[src/rtl/serial_addsub.sv]
// Bit-serial adder/subtractor: one full-adder cell and a carry flip-flop,
// LSB first, WIDTH+1 cycles from an accepted start to the done pulse.
module serial_addsub #(
  parameter int WIDTH = 4
) (
  input  logic             clk,
  input  logic             rst_n,
  input  logic             start,
  input  logic             mode,
  input  logic [WIDTH-1:0] a,
  input  logic [WIDTH-1:0] b,
  output logic             busy,
  output logic             done,
  output logic [WIDTH-1:0] sum,
  output logic             cout,
  output logic             ovf
);

  localparam int CW = $clog2(WIDTH + 1);

  typedef enum logic [1:0] {
    IDLE  = 2'd0,
    SHIFT = 2'd1,
    DONE  = 2'd2
  } state_t;

  state_t           state;
  logic [WIDTH-1:0] a_sh;
  logic [WIDTH-1:0] b_sh;
  logic [WIDTH-1:0] sum_sh;
  logic             carry;
  logic [CW-1:0]    cnt;

  logic bit_s;
  logic bit_c;

  assign bit_s = a_sh[0] ^ b_sh[0] ^ carry;
  assign bit_c = (a_sh[0] & b_sh[0]) | (a_sh[0] & carry) | (b_sh[0] & carry);

  // Subtraction is a + ~b + 1, with the +1 injected as the initial carry.
  always_ff @(posedge clk) begin
    if (!rst_n) begin
      state  <= IDLE;
      a_sh   <= '0;
      b_sh   <= '0;
      sum_sh <= '0;
      carry  <= 1'b0;
      cnt    <= '0;
      busy   <= 1'b0;
      done   <= 1'b0;
      sum    <= '0;
      cout   <= 1'b0;
      ovf    <= 1'b0;
    end else begin
      case (state)
        IDLE, DONE: begin
          done <= 1'b0;
          if (start) begin
            a_sh   <= a;
            b_sh   <= mode ? ~b : b;
            carry  <= mode;
            cnt    <= '0;
            sum_sh <= '0;
            busy   <= 1'b1;
            state  <= SHIFT;
          end else begin
            busy  <= 1'b0;
            state <= IDLE;
          end
        end

        SHIFT: begin
          a_sh   <= a_sh >> 1;
          b_sh   <= b_sh >> 1;
          sum_sh <= {bit_s, sum_sh[WIDTH-1:1]};
          carry  <= bit_c;
          cnt    <= cnt + CW'(1);
          // On the MSB step the old carry is the carry into the MSB.
          if (cnt == CW'(WIDTH - 1)) begin
            sum   <= {bit_s, sum_sh[WIDTH-1:1]};
            cout  <= bit_c;
            ovf   <= carry ^ bit_c;
            busy  <= 1'b0;
            done  <= 1'b1;
            state <= DONE;
          end
        end

        default: begin
          busy  <= 1'b0;
          done  <= 1'b0;
          state <= IDLE;
        end
      endcase
    end
  end

endmodule

[config.mk]
export PLATFORM = sky130hd
export DESIGN_NAME = serial_addsub
export DESIGN_NICKNAME = d
export VERILOG_FILES = /design/src/rtl/serial_addsub.sv
export SDC_FILE = /design/constraint.sdc
export NUM_CORES = 1
export LEC_CHECK = 0
export BUFFER_PORTS_ARGS = -buffer_cell sky130_fd_sc_hd__buf_2
export CORE_UTILIZATION = 53
export DETAILED_ROUTE_END_ITERATION = 10
export PLACE_DENSITY_LB_ADDON = 0.08
export SLEW_MARGIN = 0
export SYNTH_ARGS = -nofsm -noshare
export SYNTH_HDL_FRONTEND = slang
export SYNTH_SLANG_ARGS = --single-unit
[constraint.sdc]
create_clock -name clk -period 1.9 [get_ports clk]
set_input_delay 0.19 -clock clk [delete_from_list [all_inputs] [get_ports clk]]
set_output_delay 0.19 -clock clk [all_outputs]
set_load 0.05 [all_outputs]
### After elaboration in Yosys (flattened, before gate mapping)

Index checks and enable logic that the tools add are counted.
W data, S select, Z words.

| operators by class | value |
|---|---|
| add/subtract/negate cells | 1 |
| equality and inequality tests | 5 |
| mux-type cells | 17 |
| bitwise logic cells | 9 |
| reduce and logical (&&, ||, !) cells | 6 |

Operators by type and width:

| cell | number |
|---|---|
| $pmux W4 S2 | 3 |
| $mux W4 | 4 |
| $pmux W3 S2 | 1 |
| $reduce_and A2 Y1 | 3 |
| $mux W1 | 4 |
| $ne A2 B2 Y1 const B | 2 |
| $not A4 Y4 | 1 |
| $pmux W1 S2 | 2 |
| $pmux W2 S2 | 1 |
| $add A3 B1 Y3 const B | 1 |
| $and A1 B1 Y1 | 3 |
| $eq A3 B2 Y1 const B | 1 |
| $mux W3 | 1 |
| $xor A1 B1 Y1 | 3 |
| $eq A2 B1 Y1 const B | 1 |
| $eq A2 B2 Y1 const B | 1 |
| $logic_not A2 Y1 | 1 |
| $mux W2 | 1 |
| $or A1 B1 Y1 | 2 |
| $reduce_bool A2 Y1 | 1 |
| $reduce_or A2 Y1 | 1 |

| word-level totals | value |
|---|---|
| register bits after elaboration | 26 |
| bits of input ports | 12 |
| word-level logic and storage cells | 49 |

### Depth between registers and ports, before layout

| depth | value |
|---|---|
| word-level depth | 4 |
| gate-level depth with buffers | 6 |

### Worst setup path before layout

No wires, ideal clock.

| timing | value |
|---|---|
| kind | register to register |
| from | reg cnt[0] |
| to | reg cout |
| library setup time | 0.117 ns |
| arrival time | 1.230 ns |
| path slack | 0.553 ns |
| stages on the path, launching flop included | 7 |
| buffers on the path | 1 |
| cells stage by stage | dfxtp_1 -> ha_1 -> ha_1 -> buf_2 -> nand3b_1 -> mux2i_1 -> nor2b_1 |

| on the way | value |
|---|---|
| word-level cells in the longest chain between the ends | 2 |

Ends and longest elaborated chain:

| what | line | text |
|---|---|---|
| start: declaration | 32 | `logic [CW-1:0] cnt;` |
| start signal: assignment | 77 | `cnt <= cnt + CW'(1);` |
| $eq A3 B2 Y1 | 79 | `if (cnt == CW'(WIDTH - 1)) begin` |
| $reduce_and A2 Y1 (no line) | -- |  |
| end signal: assignment | 81 | `cout <= bit_c;` |
| end: declaration | 15 | `output logic cout,` |

Every way passes these cells.
A chain may end at the register's enable or synchronous reset.

### Worst setup path in the final report

Same ends and word-level chain as after synthesis.

==> impl_metrics.ini <==
[outcome]
run_status = finished, final reports clean

[synthesis]
synth_seq_cells = 25
synth.yosys.seq_area_share_pct = 45.56
syn-cell-area_sq_um = 1099
synth_top_flop_cell = dfxtp_1
synth_top_area_share_pct = 45.56
synth_edf_count = 0
cells_after_synthesis = 117
yosys_warnings = 0
ys_async_sr_fraction_pct = 0
netlist_top_cells_count = dfxtp_1 (25), a21boi_1 (17), nand3_1 (17), nand2_1 (10), a22oi_1 (7)
synth.top_cells.by_area = dfxtp_1 (46%), a21boi_1 (12%), nand3_1 (7.7%)
post_synth_num_cell_types = 29
syn_area_per_cell_sq_um = 9.389
synth_fp_nets = 132
synth.most_common_cell = dfxtp_1
synth_largest_area_cell = dfxtp_1

[worst_setup_path]
cp-end-kind = flip-flop
critical_path.top_delay_family = adder cells
path_cells = ha_1 > ha_1 > nand3b_1 > mux2i_1 > nor2b_1
cpMostUsedCell = ha_1
crit_path_top_delay_cell = dfxtp_1
critical_path_class = reg2reg
arrival_ps = 1710
crit_fanout = 10
worstPathBufferInverterCount = 0
critical_path.startpoint_type = flip-flop
critPathRequiredTime_ps = 2120
timing.critical_path.slowest_cell_delay_ps = 370

[floorplanning]
die_width_microns = 47.53
floorplan.initialDensity_pct = 55.99
placeableCoreArea_sq_um = 1962
design.die.area_sq_um = 2259
num_rows = 16
floorplan.die.height_microns = 47.53
io_pins = 20

[timing]
transition_time_at_the_pin_with_the_least_slew_margin_ps = 613.5
maxClockFrequency_mhz = 672.9
slew_violations = 0
period_share_pct = 78.21
finalHoldViolCount = 0
worst_clock_skew_ps = 3.524
setup_viol_count_final = 0
min_clock_period_post_route_ps = 1486
rsz_0062_raised_after_global_routing = no
max-slew-margin-rel_pct = 59.10
totalNegativeSetupSlack_ps = 0

[clock_tree]
cts_inserted_buffers = 3
cts-root-buf = clkbuf_4
cts.sink_count = 25
clk_latency_ps = 310
tritoncts = done
cts-root-to-sink-buffers = 2
clk_transition_reported_paths_ps = 130
htreeDepth = 1
cts_hold_buffers = 0
postCtsSetupBuffers = 0
post_cts_resize_count = 0

[global_routing]
globalRouteTotalUtil_pct = 19.37
vias_in_the_first_global_route = 707
grt_first_pass_wirelength_mm = 3.036
antenna_violations_before_repair = 0
grt.overflow.total = 0
maximum_number_of_pins_on_one_net_before_global_route_repair = 26

[placement]
post-dp-hpwl_mm = 1.288
place.port_buffers = 19
routabilityCongestion = 0.7350

[drt]
remaining_drc_errors = 0
routedWlPerCell_microns = 11.79
vias_after_detailed_routing = 866
antenna_left = 0
drt_first_iter_violations = 15
postRouteWirelength_mm = 1.874
number_of_detailed_routing_iterations_run_before_antenna_repair = 4
avgViaCountPerCell = 5.447

[min_path]
min-delay-path-class = in2reg

[finish]
seqCellArea_sq_um = 500.5
layout.nets = 148
multi_input_comb_area_sq_um = 541.8
postLayoutCoreUtil_pct = 61.99
fillCellCount = 195
final_layout_size_suffix_gt1_share_pct = 19.70
synthToLayoutAreaGrowth_pct = 10.71
n_antenna_cell = 0

[pwr]
p_leak_nw = 0.5187
vdd_ir_drop_max_uv = 456.7
cellPowerDensity_nw_per_um2 = 749.6

[job]
cap_viol_max_count = 0
-- logic make-up (layout without fill, tap and decap cells) --
group                      count (synthesis)  after routing  share of synthesized area, %
adders and majority gates                  3              3                         4.100
xor gates and xnor gates                   5              5                         3.986
and+or+nand+nor                           42             42                         20.05
AOI/OAI and AO/OA                         30             30                         20.27
muxes                                      1              1                        0.9112
buffers and inverters                     11             26                         5.124
DFF                                       25             25                         45.56
-- sequential cells by signal (all words and copies together) (netlist names) --
signal	flops
done	1
ovf	1
b_sh	4
busy	1
cout	1
sum_sh	3
cnt	3
sum	4
state	2
carry	1
a_sh	4
-- power by group --
part / switching, mW / internal [mW] / total [mW] / leakage (nW)
registers: 0.0144 / 0.546 / 0.560 / 0.204
clock network: 0.152 / 0.0821 / 0.234 / 0.0150
logic: 0.0685 / 0.0487 / 0.117 / 0.300
-- routing by layer --
| metal | global-route usage (%) | up-vias | share of wire, % |
|---|---|---|---|
| met2 | 27.95 | 23 | 47 |
| li1 | - | 435 | - |
| met4 | 10.29 | 0 | 1.5 |
| met5 | 0 | - | 0 |
| met1 | 27.44 | 404 | 46 |
| met3 | 3.396 | 4 | 5.3 |
-- final cells by class --
| cell class | instances | area share (%) |
|---|---|---|
| Inverter | 1 | 0.3086 |
| Multi-Input combinational cell | 81 | 44.55 |
| Tap cell | 27 | 2.778 |
| Clock buffer | 4 | 2.160 |
| Sequential cell | 25 | 41.15 |
| Timing Repair Buffer | 21 | 9.054 |
-- metrics by stage --
step | cell area [sq um] | total power [mW] | hold slack (ps) | setup WS [ps] | std cells
6_report | 1216 | 0.9116 | 116.9 | 414.0 | 159
5_1_grt | 1216 | 0.9579 | 108.8 | 239.1 | 159
4_1_cts | 1216 | 0.9239 | 114.1 | 395.8 | 159
3_5_place_dp | 1190 | 0.6901 | 445.0 | 405.0 | 155
3_3_place_gp | 1190 | 0.6872 | 440.7 | 494.3 | 155
2_1_floorplan | 1099 | 0.6615 | 334.9 | 553.1 | 117
-- path summary, 6_finish.rpt --
| check | slack (ps) | to | startpoint | cells after the start |
|---|---|---|---|---|
| worst max-delay path | 410 | cout$_SDFFE_PN0P_ | cnt[0]$_SDFFE_PN0P_ | 5 |
| worst min-delay path | 120 | a_sh[3]$_SDFFE_PN0P_ | a[3] | 3 |
| worst max register to register | 410 | cout$_SDFFE_PN0P_ | cnt[0]$_SDFFE_PN0P_ | 5 |
| worst min register to register | 460 | sum[3]$_SDFFE_PN0P_ | sum[3]$_SDFFE_PN0P_ | 2 |
-- cell usage in the layout (no fill, tap or decap), types with 2 or more instances in the layout --
cell / synthesis / routed
dfxtp_1: 25 / 25
buf_2: 5 / 19
nand3_1: 17 / 17
a21boi_1: 17 / 17
nand2_1: 10 / 10
a22oi_1: 7 / 7
xor2_1: 5 / 5
nor2_1: 3 / 3
clkbuf_4: 0 / 3
nand3b_1: 2 / 2
and3_1: 2 / 2
o21a_1: 2 / 2
nor2b_1: 2 / 2
ha_1: 2 / 2
buf_4: 2 / 2
-- worst register-to-register path, cell delays in order, from the launching register on --
cell,delay (ps)
dfxtp_1,370
ha_1,160
ha_1,330
nand3b_1,260
mux2i_1,220
nor2b_1,60
No activity file was read; power rests on OpenSTA's default activity.
